$ cat src/rtl/shift_add_mul4.sv
// 4x4 unsigned shift-and-add multiplier that borrows an external 4-bit adder.
// One operand pair is accepted from IDLE; four CALC steps follow, then a DONE pulse.
module shift_add_mul4 (
  input  logic       clk,
  input  logic       rst,
  input  logic       start,
  input  logic [3:0] multiplicand,
  input  logic [3:0] multiplier,
  output logic [3:0] add_a,
  output logic [3:0] add_b,
  output logic       add_cin,
  input  logic [3:0] add_sum,
  input  logic       add_cout,
  output logic       busy,
  output logic       done,
  output logic [7:0] product,
  output logic [1:0] dbg_state
);

  // Handshake: a request is taken on a rising edge where start=1 and busy=0;
  // start while busy=1 is dropped. done is a single-cycle valid for product,
  // which then holds until the next completed multiply (no ready, no stall).

  typedef enum logic [1:0] {
    IDLE    = 2'd0,
    CALC    = 2'd1,
    DONE_ST = 2'd2
  } state_t;

  state_t     state, state_nx;
  logic [1:0] cnt, cnt_nx;
  logic [3:0] m_reg, m_nx;
  logic [3:0] q_reg, q_nx;
  logic [3:0] a_reg, a_nx;
  logic [7:0] product_r, product_nx;

  always_ff @(posedge clk or posedge rst) begin
    if (rst) begin
      state     <= IDLE;
      cnt       <= 2'd0;
      m_reg     <= 4'h0;
      q_reg     <= 4'h0;
      a_reg     <= 4'h0;
      product_r <= 8'h00;
    end else begin
      state     <= state_nx;
      cnt       <= cnt_nx;
      m_reg     <= m_nx;
      q_reg     <= q_nx;
      a_reg     <= a_nx;
      product_r <= product_nx;
    end
  end

  // The carry register above A is cleared by every shift, so it only ever
  // holds 0 and appears here as the zero shifted into nothing.
  always_comb begin
    state_nx   = state;
    cnt_nx     = cnt;
    m_nx       = m_reg;
    q_nx       = q_reg;
    a_nx       = a_reg;
    product_nx = product_r;
    case (state)
      IDLE: begin
        if (start) begin
          m_nx     = multiplicand;
          q_nx     = multiplier;
          a_nx     = 4'h0;
          cnt_nx   = 2'd0;
          state_nx = CALC;
        end
      end
      CALC: begin
        a_nx   = {add_cout, add_sum[3:1]};
        q_nx   = {add_sum[0], q_reg[3:1]};
        cnt_nx = cnt + 2'd1;
        if (cnt == 2'd3) begin
          product_nx = {add_cout, add_sum, q_reg[3:1]};
          state_nx   = DONE_ST;
        end
      end
      DONE_ST: state_nx = IDLE;
      default: state_nx = IDLE;
    endcase
  end

  assign add_a     = a_reg;
  assign add_b     = q_reg[0] ? m_reg : 4'h0;
  assign add_cin   = 1'b0;
  assign busy      = (state != IDLE);
  assign done      = (state == DONE_ST);
  assign product   = product_r;
  assign dbg_state = state;

endmodule

$ cat config.mk
export PLATFORM = sky130hd
export DESIGN_NAME = shift_add_mul4
export DESIGN_NICKNAME = d
export VERILOG_FILES = /design/src/rtl/shift_add_mul4.sv
export SDC_FILE = /design/constraint.sdc
export NUM_CORES = 1
export LEC_CHECK = 0
export CAP_MARGIN = 25
export CELL_PAD_IN_SITES_DETAIL_PLACEMENT = 0
export CELL_PAD_IN_SITES_GLOBAL_PLACEMENT = 1
export CORE_MARGIN = 1.5
export CORE_UTILIZATION = 30
export CTS_CLUSTER_DIAMETER = 80
export DETAILED_ROUTE_END_ITERATION = 8
export HOLD_SLACK_MARGIN = 0.05
export PLACE_DENSITY_LB_ADDON = 0.1
export SYNTH_ARGS = -nofsm -noshare
export SYNTH_HDL_FRONTEND = slang
export SYNTH_SLANG_ARGS = --single-unit
$ cat constraint.sdc
create_clock -name clk -period 1.31 [get_ports clk]
set_input_delay 0.1965 -clock clk [delete_from_list [all_inputs] [get_ports clk]]
set_output_delay 0.1965 -clock clk [all_outputs]
set_load 0.1 [all_outputs]
==> metrics <==
DP HPWL 1690 um; Setup Skew between 0.002 and 0.0025 ns; reg2reg path depth 4; status finished, violations left; Mapped Area just under 1000 um^2; Layout Nets 152; launch point of the worst reg-to-reg path dbg_state[0]; vias per cell 4.48; Max Root-Sink Buffers 2; gr ovfl total 0; CP arrival 1.25 ns; clk sink count 24; most numerous cell in the Yosys netlist dfrtp_1; Max Slew Vio Count 0; root buf cell clkbuf_4; Tcrit/Tclk final 111%; FMAX around 700 MHz; # DRC 0; remaining antenna violation count 0; Critical R2R Capture m_reg[3]; HP Class primary input to async pin; kind of critical path register to primary output; part of the Yosys area used for sequential elements 60.8%; average wire per standard cell ~13 um; Post-DP Area 1720 um^2; failing checks negative setup slack; drt pass-1 iters 3; register bit count reported by yosys 24; Mapped Avg Cell Area roughly 13 um^2; Max Cap Viol 0; clock latency on the worst-skew pair 0.31 ns; total nets after synthesis 94; H-Tree Depth 1; Synth Warn # 0; core area 3080 um^2; final setup vio count 18; global-route wire length before repair 3870 um; Met3 Wirelength 141 um; post-route worst setup slack -0.141 ns; Initial Util 32.1%; DRT met1 WL between 1000 and 1500 um; Layout area overhead 91.8%; Setup WS pre-CTS -0.258 ns; routed via count between 700 and 800; fillers 276; Clock transition at path regs between 0.1 and 0.15 ns; hold buffer count at CTS 0; critical path fanouts, max 4; die height slightly above 60 um; Die Wd 60.4 um; Num CTS Buffers 3; area fraction of the dominant cell type after synthesis 60.8%; diode count 0; WHS 0.182 ns; vias in the first global route 846; crit path capture type primary output; top post-synthesis cells by area dfrtp_1, mux2_2, o22ai_1; Highest Signal Layer met4; Critical Path RT roughly 1.1 ns; WL final 2300 um; register area 609 um^2; initial antenna violation count 0; Top-Level Pins 37; max FFs per register 8; multi-input logic area around 460 um^2; Final Cell Area 1890 um^2; routability cong. 0.733; number of synthesized flops with an enable pin 0; most used flip-flop cell after synthesis dfrtp_1; pin count of the biggest net entering global routing 14; Site Rows 20; met2 WL 1090 um; Synth top cells by count dfrtp_1, mux2_2, o22ai_1, a21oi_1, a22o_1; Iter 0 DRT Violations 12; All-Layer GR Usage ~14%; CTS tree built; Final min period around 1.5 ns; ratio of cells with drive above 1 in the final layout 53.0%; Post-Synthesis Cells just under 80; Final Hold Fails 0; Port Buf Inserts 35; R2R Setup Slk -0.10 ns; Synth cell types 19; RSZ-0062 raised after global routing yes; fraction of registers with async set/reset 100%; Die ar. 3640 um^2; Post-Route Utilization 61.5%; startpoint types register; Synth area leader dfrtp_1
metal layers:
metal  global-route usage, %  vias up
met2                    22.8       25
li1                        -      388
met5                       0        -
met3                    3.20        2
met4                    4.76        0
met1                    19.3      382
kinds of logic (layout without fill, tap and decap cells):
family          count (synthesis)  after routing  share of synthesized area, %
mux                            12             12                          13.7
other cells                     1              1                         0.380
fa+ha+maj                       1              1                          1.27
compound gates                 20             20                          13.3
simple gates                   14             15                          8.24
flops                          24             24                          60.8
buf+inv                         5             61                          2.28
area by class of cell:
cell class	instances	area share, %
sequential	24	32.2
timing repair buffer	53	37.2
inverter	4	1.39
tap	44	2.91
clock buffer	4	1.92
multi-input combinational	49	24.4
through the flow:
stage / TNS (ns) / cells
floorplan: -1.71 / 77
global placement: -1.80 / 165
detailed placement: -2.23 / 165
CTS: -1.67 / 175
global route: -2.27 / 178
finish: -1.43 / 178
how the worst max path moves through the flow:
| stage | endpoint | cells past startpoint | startpoint |
|---|---|---|---|
| finish | done | 3 | dbg_state[0] |
| global route | done | 3 | dbg_state[0] |
| CTS | done | 3 | dbg_state[0] |
| detailed placement | cnt[0] | 5 | start |
| global placement | add_a[0] | 4 | start |
| floorplan | product[0] | 3 | dbg_state[1] |
layout by cell type (no fill, tap or decap), types with 2 or more instances in the layout:
cell,count
a21oi_1,5
nand2_8,2
buf_12,20
and2_4,4
inv_1,2
mux2_2,8
clkdlybuf4s50_1,15
o22ai_1,8
buf_4,13
dfrtp_1,21
clkbuf_4,3
dfrtp_4,2
mux2_4,4
buf_6,5
a22o_1,5
nor2_4,2
repair_timing:
action	CTS	global route
cloned	1	0
buffers inserted	5	3
pin swaps	1	5
setup endpoints to repair	13	27
resized for setup	11	9
worst max-delay path, cell delays in order (launching register included):
cell and delay (ns):
dfrtp_4 0.53, buf_6 0.14, nor2_4 0.09, buf_12 0.18
Power is not shown: default switching activity piles up to over one toggle a cycle in this logic, so the estimate is an artifact.
